**src/rtl/vga_sync_gen.sv**
```systemverilog
// VGA timing generator: pixel-tick divider, h/v counters, active-low syncs, frame flag and rgb blanking.
// Optional build macro VGA_SYNC_ALIGN_EN re-registers vga_rgb/hsync/vsync on the pixel tick.
module vga_sync_gen #(
    parameter int SCREEN_WIDTH = 10,
    parameter int PIXEL_WIDTH  = 12,
    parameter int CLK_DIV      = 4,
    parameter int H_DISPLAY    = 640,
    parameter int H_FRONT      = 16,
    parameter int H_SYNC       = 96,
    parameter int H_BACK       = 48,
    parameter int V_DISPLAY    = 480,
    parameter int V_FRONT      = 10,
    parameter int V_SYNC       = 2,
    parameter int V_BACK       = 33
) (
    input  logic                    sys_clk,
    input  logic                    sys_rst_n,
    input  logic [PIXEL_WIDTH-1:0]  rgb_in,
    output logic                    p_tick,
    output logic [SCREEN_WIDTH-1:0] x,
    output logic [SCREEN_WIDTH-1:0] y,
    output logic                    video_on,
    output logic                    hsync,
    output logic                    vsync,
    output logic                    frame_start,
    output logic [PIXEL_WIDTH-1:0]  vga_rgb
);

    localparam int H_TOTAL = H_DISPLAY + H_FRONT + H_SYNC + H_BACK;
    localparam int V_TOTAL = V_DISPLAY + V_FRONT + V_SYNC + V_BACK;
    localparam int DIV_W   = (CLK_DIV > 1) ? $clog2(CLK_DIV) : 1;

    localparam logic [DIV_W-1:0]        DIV_MAX = DIV_W'(CLK_DIV - 1);
    localparam logic [DIV_W-1:0]        DIV_ONE = DIV_W'(1);
    localparam logic [SCREEN_WIDTH-1:0] H_MAX   = SCREEN_WIDTH'(H_TOTAL - 1);
    localparam logic [SCREEN_WIDTH-1:0] V_MAX   = SCREEN_WIDTH'(V_TOTAL - 1);
    localparam logic [SCREEN_WIDTH-1:0] CNT_ONE = SCREEN_WIDTH'(1);
    // Sync windows compared at 32 bits so an end bound of 2**SCREEN_WIDTH cannot wrap.
    localparam logic [31:0] H_DISP_W = 32'(H_DISPLAY);
    localparam logic [31:0] V_DISP_W = 32'(V_DISPLAY);
    localparam logic [31:0] H_SS     = 32'(H_DISPLAY + H_FRONT);
    localparam logic [31:0] H_SE     = 32'(H_DISPLAY + H_FRONT + H_SYNC);
    localparam logic [31:0] V_SS     = 32'(V_DISPLAY + V_FRONT);
    localparam logic [31:0] V_SE     = 32'(V_DISPLAY + V_FRONT + V_SYNC);

    logic [DIV_W-1:0]        div_cnt_r;
    logic                    p_tick_r;
    logic [SCREEN_WIDTH-1:0] x_r;
    logic [SCREEN_WIDTH-1:0] y_r;
    logic                    hsync_r;
    logic                    vsync_r;
    logic                    frame_start_r;
    logic [SCREEN_WIDTH-1:0] x_next_s;
    logic [SCREEN_WIDTH-1:0] y_next_s;
    logic                    hsync_next_s;
    logic                    vsync_next_s;
    logic                    frame_wrap_s;
    logic                    video_on_s;

    // Sys-clock divider counting 0..CLK_DIV-1.
    always_ff @(posedge sys_clk or negedge sys_rst_n) begin
        if (!sys_rst_n) begin
            div_cnt_r <= '0;
        end else if (div_cnt_r == DIV_MAX) begin
            div_cnt_r <= '0;
        end else begin
            div_cnt_r <= div_cnt_r + DIV_ONE;
        end
    end

    // Registered pixel tick, high the cycle after the divider's last count.
    always_ff @(posedge sys_clk or negedge sys_rst_n) begin
        if (!sys_rst_n) begin
            p_tick_r <= 1'b0;
        end else begin
            p_tick_r <= (div_cnt_r == DIV_MAX);
        end
    end

    // Next counter values; y only steps on the x wrap and both wrap together at end of frame.
    always_comb begin
        x_next_s     = x_r;
        y_next_s     = y_r;
        frame_wrap_s = 1'b0;
        if (p_tick_r) begin
            if (x_r == H_MAX) begin
                x_next_s = '0;
                if (y_r == V_MAX) begin
                    y_next_s     = '0;
                    frame_wrap_s = 1'b1;
                end else begin
                    y_next_s = y_r + CNT_ONE;
                end
            end else begin
                x_next_s = x_r + CNT_ONE;
            end
        end else begin
            x_next_s = x_r;
            y_next_s = y_r;
        end
    end

    // Sync levels decoded from the next counts so the registered syncs line up with x/y.
    always_comb begin
        hsync_next_s = ~((32'(x_next_s) >= H_SS) && (32'(x_next_s) < H_SE));
        vsync_next_s = ~((32'(y_next_s) >= V_SS) && (32'(y_next_s) < V_SE));
    end

    // Counter, sync and frame-flag registers.
    always_ff @(posedge sys_clk or negedge sys_rst_n) begin
        if (!sys_rst_n) begin
            x_r           <= '0;
            y_r           <= '0;
            hsync_r       <= 1'b1;
            vsync_r       <= 1'b1;
            frame_start_r <= 1'b0;
        end else begin
            x_r           <= x_next_s;
            y_r           <= y_next_s;
            hsync_r       <= hsync_next_s;
            vsync_r       <= vsync_next_s;
            frame_start_r <= frame_wrap_s;
        end
    end

    // Visible-area decode straight from the counter registers.
    always_comb begin
        video_on_s = (32'(x_r) < H_DISP_W) && (32'(y_r) < V_DISP_W);
    end

`ifdef VGA_SYNC_ALIGN_EN
    logic [PIXEL_WIDTH-1:0] vga_rgb_r;
    logic                   hsync_d_r;
    logic                   vsync_d_r;

    // One-pixel output stage matching a registered pixel path downstream.
    always_ff @(posedge sys_clk or negedge sys_rst_n) begin
        if (!sys_rst_n) begin
            vga_rgb_r <= '0;
            hsync_d_r <= 1'b1;
            vsync_d_r <= 1'b1;
        end else if (p_tick_r) begin
            vga_rgb_r <= video_on_s ? rgb_in : '0;
            hsync_d_r <= hsync_r;
            vsync_d_r <= vsync_r;
        end else begin
            vga_rgb_r <= vga_rgb_r;
            hsync_d_r <= hsync_d_r;
            vsync_d_r <= vsync_d_r;
        end
    end

    assign vga_rgb = vga_rgb_r;
    assign hsync   = hsync_d_r;
    assign vsync   = vsync_d_r;
`else
    logic [PIXEL_WIDTH-1:0] vga_rgb_s;

    // Blank the generator's colour outside the visible area.
    always_comb begin
        if (video_on_s) begin
            vga_rgb_s = rgb_in;
        end else begin
            vga_rgb_s = '0;
        end
    end

    assign vga_rgb = vga_rgb_s;
    assign hsync   = hsync_r;
    assign vsync   = vsync_r;
`endif

    assign p_tick      = p_tick_r;
    assign x           = x_r;
    assign y           = y_r;
    assign video_on    = video_on_s;
    assign frame_start = frame_start_r;

endmodule
```
**config.mk**
```make
export PLATFORM = sky130hd
export DESIGN_NAME = vga_sync_gen
export DESIGN_NICKNAME = d
export VERILOG_FILES = /design/src/rtl/vga_sync_gen.sv
export SDC_FILE = /design/constraint.sdc
export NUM_CORES = 1
export LEC_CHECK = 0
export CAP_MARGIN = 20
export CELL_PAD_IN_SITES_DETAIL_PLACEMENT = 0
export CELL_PAD_IN_SITES_GLOBAL_PLACEMENT = 1
export CORE_ASPECT_RATIO = 0.9
export CORE_UTILIZATION = 49
export DETAILED_ROUTE_END_ITERATION = 10
export DONT_BUFFER_PORTS = 1
export HOLD_SLACK_MARGIN = 0.03
export PLACE_DENSITY = 0.91
export SYNTH_ARGS = -nofsm -noshare
export SYNTH_HDL_FRONTEND = slang
export SYNTH_SLANG_ARGS = --single-unit
```
**constraint.sdc**
```tcl
create_clock -name sys_clk -period 4.14 [get_ports sys_clk]
set_input_delay 0.414 -clock sys_clk [delete_from_list [all_inputs] [get_ports sys_clk]]
set_output_delay 0.414 -clock sys_clk [all_outputs]
set_load 0.01 [all_outputs]
```
After elaboration in Yosys (flattened, before gate mapping)
Cells that the tools add are included.

Register bits: 26. Bits in latches: 0. Memory bits (writable): 0. ROM bits: 0. Logic and storage cells: 34. Memories: 0.

$add $sub $neg: 3. $mul: 0. Divide/modulo/power cells: 0. Order comparisons: 6. Eq/ne operators: 3. Shift operators: 0. Mux-type cells: 10. Bitwise gates (word level): 2. Reductions and logical operators: 3.

Operators by type and width (count): 10-bit 2-to-1 mux (5); 10-bit by 1-bit adder with 10-bit output, second input constant (2); 10-bit == test, second input constant (2); 10-bit less-than comparator, second input constant (2); 10-bit by 9-bit less-than comparator with 1-bit output, second input constant (2); 12-bit 2-to-1 mux (1); 10-bit >= comparator, second input constant (1); 10-bit by 9-bit >= comparator with 1-bit output, second input constant (1); 1-bit logical AND (3); 1-bit 2-to-1 mux (3); 2-bit by 1-bit adder with 2-bit output, second input constant (1); 2-bit == test, second input constant (1); 2-bit 2-to-1 mux (1); 1-bit inverter (2).

Depth between registers and ports, before layout
Gate-level depths: netlist (run 1).

Word-level depth: 7. Gate-level depth with buffers: 8. Gate-level depth less buffers: 7.

Worst setup path before layout (run 1)
OpenSTA, ideal clock, no wires.

Path type: flip-flop to output port. Start: reg y_r[5] (netlist: y[5]). End: out vga_rgb[10]. Data arrival time: 1560 ps. Required time: 3726 ps. Setup slack: 2166 ps. Cell stages (with the launch flop): 7. Buffers on the path: 2. Path through: dfrtp_1 clkbuf_1 nand3_1 nor2_1 nor3_1 clkbuf_1 and2_1.

Longest elaborated chain between the ends: 3.

RTL lines: from (decl) (line 49) `logic [SCREEN_WIDTH-1:0] y_r;`; from (signal assigned) (line 119) `y_r <= y_next_s;`; 10-bit by 9-bit less-than comparator with 1-bit output (line 128) `video_on_s = (32'(x_r) < H_DISP_W) && (32'(y_r) < V_DISP_W);`; 1-bit logical AND (line 128); named net video_on (line 22) `output logic video_on,`; 12-bit 2-to-1 mux (line 161) `if (video_on_s) begin`; to (decl) (line 26) `output logic [PIXEL_WIDTH-1:0] vga_rgb`.

The timed path passes the listed nets, and every way through them passes these cells.

Final worst setup path (run 1)
Start: reg y_r[6] (netlist: y[6]). End: out vga_rgb[8].

The elaborated chain is that of the path after synthesis.

==> qor.txt, run 1 <==
P&R area growth vs syn -> 5.69%
cell taking the most area after synthesis -> dfrtp_1
fillers -> 267
antenna viol nets, final -> 0
area share of the largest cell type after synthesis -> 40.7%
synth warn -> 0
row count -> 18
cells on worst reg2reg path -> 6
pin count of the biggest net entering global routing -> 27
I/O Pins -> 51
Final GP Congestion -> 0.835
drt initial violations -> 49
chip height -> 54.0 um
Max VDD drop -> 0.000138 V
DRC Markers -> 0
CTS Sinks -> 26
fin util -> 55.8%
Overflow after GRT -> 0
# nets final -> 173
post-synthesis register bit count -> 26
GRT Overall Usage -> 21.0%
first-pass GRT wire length -> 4920 um
H-tree levels -> 1
Synth Cell Area -> 1470 um^2
CP Data Arrival Time -> 2.32 ns
Final TNS setup -> 0 ns
top cells by area, synth -> dfrtp_1, xnor2_1, and2_1
Avg Synthesized Cell Area -> 9.57 um^2
WS Path Type -> flop to output pin
outcome -> finished, final reports clean
vias per inst -> 5.82
Fin. Hold Viols -> 0
worst-path maximum fanout -> 13
DRT Wirelength -> 3090 um
ys async rst share -> 100%
sequential area share after synthesis -> 44.3%
Via Count -> 1130
power consumption -> 0.400 mW
RSZ-0062 raised after global routing -> no
First-pass DRT Iterations -> 4
core area -> 2790 um^2
minimum clock period after layout -> 2.74 ns
CP startpoint kind -> flop
Final period util -> 66.1%
worst endpoint required time -> 3.73 ns
Worst-Skew Late Latency -> 0.33 ns
root buf cell -> clkbuf_4
Post-synth EDFFs -> 0
Worst-Margin Slew -> 1.05 ns
worst relative slew slack -> 29.2%
Syn Nets -> 172
HP Class -> flop to flop
clock-pin slew on the worst setup and hold paths -> 0.14 ns
vias in the first global route -> 1116
P per Cell Area -> 257 nW/um^2
routed len/inst -> 15.9 um
CP endpoint kind -> output pin
# setup viols final -> 0
initial antenna violation count -> 0
DP HPWL -> 2360 um
WHS Path Cells -> 1
Lkg Pwr -> 0.607 nW
synth unique cells -> 40
Max Freq -> 365 MHz
area of the die -> 3230 um^2
port bufs -> 0
Initial Utilization -> 52.8%
max-cap viol count -> 0
Inserted Diodes -> 0
cells after synthesis -> 154
clk buf depth -> 2
max-slew violations -> 0
Layout Skew -> 0.00849 ns
cts bufs inserted -> 3
Primary FF master, synth -> dfrtp_1
layout cell share with drive strength beyond 1 -> 9.74%
die span in x -> 59.8 um
CTS tree -> built
## area by class of cell
class / count / area [um^2] / share of cell area (%)
Multi-Input combinational cell: 115 / 762 / 48.9
Timing Repair Buffer: 2 / 30.0 / 1.93
Sequential cell: 26 / 653 / 41.9
Clock buffer: 4 / 36.3 / 2.33
Tap cell: 40 / 50.0 / 3.21
Inverter: 7 / 26.3 / 1.69
## what timing repair did
action	CTS	global route
endpoints found under the setup margin	0	0
setup buffers	0	0
gates resized for setup	0	0
hold buffers	2	0
hold endpoints to repair	26	0
## layout by cell type (no fill, tap or decap), types with 6 or more instances in the layout
| cell type | netlist | routed |
|---|---|---|
| nand4_1 | 6 | 6 |
| nand2_1 | 14 | 14 |
| and2_1 | 12 | 12 |
| o21ai_0 | 6 | 6 |
| nor2_1 | 12 | 12 |
| nor3_1 | 6 | 6 |
| dfrtp_1 | 24 | 24 |
| xnor2_1 | 9 | 9 |
| inv_1 | 7 | 7 |
| nand3_1 | 6 | 6 |
## report_power, final
group	leakage [nW]	switching [mW]	internal, mW	total [mW]
Combinational	0.244	0.0104	0.00549	0.0159
Sequential	0.342	0	0.254	0.254
Clock	0.0210	0.0762	0.0538	0.130
## flip-flops by register name (all words and copies together) (netlist names)
signal and count:
div_cnt_r 2, frame_start 1, hsync 1, p_tick 1
vsync 1, x 10, y 10
## metal layers
metal	up-vias	GRT usage [%]	share of wire (%)
li1	541	-	-
met1	526	25.6	45
met2	58	35.9	47
met3	5	4.33	7.0
met4	0	9.30	1.2
met5	-	0	0
## synth_stat cells (2+ instances only)
cell type	n
dfstp_2	2
inv_1	7
mux2i_1	5
nor4_1	3
o21ai_1	3
nor3_1	6
and2_1	12
o21ai_0	6
clkbuf_1	3
dfrtp_1	24
nor2_1	12
buf_2	2
or4_4	2
ha_1	4
o21a_1	5
a21oi_1	3
nand4_1	6
nand3_1	6
xnor2_1	9
nand2_1	14
## per-stage QoR
step	worst slack [ns]	instance area, um^2	hold WS [ns]	cells
floorplan	2.17	1470	0.118	154
global placement	1.83	1490	0.119	188
detailed placement	1.74	1490	0.119	188
CTS	1.40	1560	0.442	194
global route	1.07	1560	0.450	194
finish	1.40	1560	0.435	194
## cell families (layout without fill, tap and decap cells)
group                    after synthesis  after routing  share of synthesized area (%)
XOR/XNOR                              10             10                           5.94
flip-flops                            26             26                           44.3
multiplexers                           6              6                           4.16
AO/OA/AOI/OAI                         22             22                           9.93
buffers and inverters                 13             13                           3.99
adder cells (fa/ha/maj)                4              4                           3.40
AND/OR/NAND/NOR                       73             73                           28.3
## worst max-delay path, cell delays in order (launching register included)
cell,delay (ns)
dfrtp_1,0.52
nand3_1,0.24
nor2_1,0.08
nor3_1,0.85
and2_1,0.30
## worst paths after layout
| kind | from | to | slack [ns] |
|---|---|---|---|
| min reg2reg | div_cnt_r[0] | div_cnt_r[0] | 0.43 |
| min in group asynchronous | sys_rst_n | x[7] | 0.50 |
| max | y[6] | vga_rgb[8] | 1.40 |
| min | div_cnt_r[0] | div_cnt_r[0] | 0.43 |
| max reg2reg | x[0] | vsync | 1.75 |
| max in group asynchronous | sys_rst_n | vsync | 3.41 |
(Power assumes the default switching activity.)
==> run 2, diff against run 1 <==
ABC_AREA = 1   (was default)
CORE_UTILIZATION = 43   (was 49)
PLACE_DENSITY = 0.86   (was 0.91)
clock period = 2.65 ns   (was 4.14 ns; I/O delays follow)
==> run 2 against run 1 <==
Effect of this change: global-route usage fell by 3.7 points; wire length rose by 1.2%; sequential power rose by 56%; power rose by 86%; non-clock buffer count did not move; clock power rose by 150%; highest routed layer unchanged.
==> qor.txt, run 2 <==
Final period util -> 78.2%
P&R area growth vs syn -> 7.85%
Worst Path Buf+Inv -> 1 (+1)
sequential area share after synthesis -> 41.4% (-2.9 points)
Post-Synth Adder-Cell Area -> 3.17% (-0.22 points)
top cells by area, synth -> dfrtp_1, nand2_1, inv_1
Initial Utilization -> 46.0% (-6.8 points)
CP startpoint kind -> flop
DP Area -> 1600 um^2 (+7.3%)
CP endpoint kind -> output pin
fin util -> 49.6% (-6.1 points)
max-slew violations -> 0 (unchanged)
worst-path maximum fanout -> 12 (-1)
most frequent cells in the layout -> nand2_1, inv_1, nor2_1
DRC Markers -> 0 (unchanged)
die span in x -> 65.9 um (+10%)
pin count of the biggest net entering global routing -> 27 (unchanged)
Cell Chain, Critical Path -> nand2_1 -> nor3_1 -> nor2_1 -> inv_1 -> nor2_1
Via Count -> 1294 (+15%)
synth warn -> 0 (unchanged)
chip height -> 59.5 um (+10%)
Overflow after GRT -> 0 (unchanged)
Primary FF master, synth -> dfrtp_1
DRT Wirelength -> 3130 um (+1.2%)
power consumption -> 0.743 mW (+86%)
Inserted Diodes -> 0 (unchanged)
clk buf depth -> 2 (unchanged)
Synth Cell Area -> 1580 um^2 (+7.0%)
fillers -> 342 (+28%)
max-cap viol count -> 0 (unchanged)
vias in the first global route -> 1109 (-0.63%)
area share of the largest cell type after synthesis -> 38.1% (-2.7 points)
area of the die -> 3920 um^2 (+21%)
Lkg Pwr -> 0.928 nW (+53%)
Post-synth EDFFs -> 0 (unchanged)
P per Cell Area -> 437 nW/um^2 (+70%)
layout cell share with drive strength beyond 1 -> 10.5% (+0.71 points)
drt initial violations -> 58 (+18%)
count leader, synth -> nand2_1
WS Path Type -> flop to output pin
core area -> 3430 um^2 (+23%)
Final GP Congestion -> 0.797 (-4.5%)
# nets final -> 239 (+38%)
Max Freq -> 482 MHz
Synth Area in Simple Gates -> 36.7% (+8.4 points)
Syn Nets -> 236 (+37%)
Max VDD drop -> 0.000319 V (+130%)
root buf cell -> clkbuf_8
clock-pin slew on the worst setup and hold paths -> 0.09 ns (-0.05 ns)
H-tree levels -> 1 (unchanged)
most frequent CP cell -> nor2_1
row count -> 20 (+2)
Fin. Hold Viols -> 0 (unchanged)
First-pass DRT Iterations -> 4 (unchanged)
Worst-Margin Slew -> 0.523 ns (-0.532 ns)
first-pass GRT wire length -> 5120 um (+4.1%)
antenna viol nets, final -> 0 (unchanged)
HP Class -> input port to async pin
port bufs -> 0 (unchanged)
critical path's top delay family -> simple AND/OR/NAND/NOR gates
critical path's largest stage delay -> 0.51 ns (-0.34 ns)
minimum clock period after layout -> 2.07 ns
compound-gate portion of the synthesized area -> 3.81% (-6.1 points)
CP Data Arrival Time -> 1.81 ns (-0.51 ns)
fin area -> 1700 um^2 (+9.2%)
routed len/inst -> 11.8 um (-26%)
vias per inst -> 4.90 (-16%)
cell taking the most area after synthesis -> dfrtp_1
ys async rst share -> 100% (unchanged)
largest family of logic cells by synthesized area -> simple AND/OR/NAND/NOR gates
most common cell after layout, fill and taps aside -> nand2_1
Layout Skew -> 0.00729 ns (-0.00121 ns)
I/O Pins -> 51 (unchanged)
# setup viols final -> 0 (unchanged)
post-synthesis register bit count -> 26 (unchanged)
Avg Synthesized Cell Area -> 7.24 um^2 (-24%)
CTS tree -> built
slowest CP cell -> dfrtp_1
Post-synth top cells -> nand2_1, inv_1, nor2_1
Final TNS setup -> 0 ns (unchanged)
mux contribution to synthesized area -> 0% (-4.2 points)
RSZ-0062 raised after global routing -> no
worst endpoint required time -> 2.38 ns (-1.35 ns)
CTS Sinks -> 26 (unchanged)
Worst-Skew Late Latency -> 0.27 ns (-0.06 ns)
worst relative slew slack -> 65.1% (+36 points)
DP HPWL -> 2400 um (+1.7%)
cts bufs inserted -> 3 (unchanged)
cells after synthesis -> 218 (+42%)
Post-Synth XOR/XNOR Area -> 1.67% (-4.3 points)
GRT Overall Usage -> 17.3% (-3.7 points)
outcome -> finished, final reports clean
initial antenna violation count -> 0 (unchanged)
synth unique cells -> 26 (-35%)
[run 2: cell count changes in the layout (fill, tap and decap cells not counted), moves of 3 or more]
cell / change
nand3_1: +11
o21ai_1: -3
mux2i_1: -5
and2_1: -12
inv_1: +38
nand2_1: +36
nand2_2: +4
nor4_1: -3
clkbuf_4: -3
nand3_2: +3
nor3_1: -3
nor2_1: +22
xnor2_1: -8
o21a_1: -5
[run 2: cell type report]
type,instances,area (um^2),share of cell area (%)
tap,44,55.1,3.24
clock buffer,3,41.3,2.43
sequential,26,653,38.4
multi-input combinational,141,716,42.1
timing repair buffer,2,30.0,1.76
inverter,47,176,10.4
clock inverter,1,30.0,1.76
[run 2: metrics by stage]
step,hold WS [ns],setup slack (ns),std cells
after floorplan,-0.0306,1.08,218
after global placement,-0.0300,0.705,258
after detailed placement,-0.0300,0.661,258
after CTS,0.407,0.561,264
after global routing,0.424,0.405,264
final,0.410,0.577,264
[run 2: per-layer routing]
| layer | global-route usage (%) | up-vias | wire (um) |
|---|---|---|---|
| met5 | 0 | - | 0 |
| met4 | 3.73 | 0 | 14 |
| met3 | 4.81 | 2 | 193 |
| met2 | 27.1 | 43 | 1360 |
| met1 | 23.7 | 581 | 1560 |
| li1 | - | 668 | - |
[run 2: path summary, 6_finish.rpt]
kind                              start           end  slack (ns)  depth (start not counted)
max reg2reg                        x[0]         vsync        0.65                          8
min in group sys_clk       div_cnt_r[0]  div_cnt_r[0]        0.44                          1
min                           sys_rst_n          x[0]        0.41                          2
max in group asynchronous     sys_rst_n         hsync        2.01                          2
max                                y[6]    vga_rgb[3]        0.58                          5
min reg2reg                div_cnt_r[0]  div_cnt_r[0]        0.44                          1
[run 2: power breakdown]
part	switching, mW	total (mW)	internal, mW
logic	0.0180	0.0260	0.00799
registers	0	0.396	0.396
clock network	0.119	0.321	0.202
total	0.137	0.743	0.606
[run 2: what timing repair did]
item                                   4_1_cts  5_1_grt
setup buffers                                0        0
gates resized for setup                      0        0
hold buffers                                 2        0
endpoints found under the hold margin       26        0
[run 2: cell families (layout without fill, tap and decap cells)]
family / Yosys count / count (layout)
AO/OA/AOI/OAI: 10 / 10
AND/OR/NAND/NOR: 124 / 124
XOR/XNOR: 3 / 3
buffers and inverters: 51 / 53
adder cells (fa/ha/maj): 4 / 4
flip-flops: 26 / 26
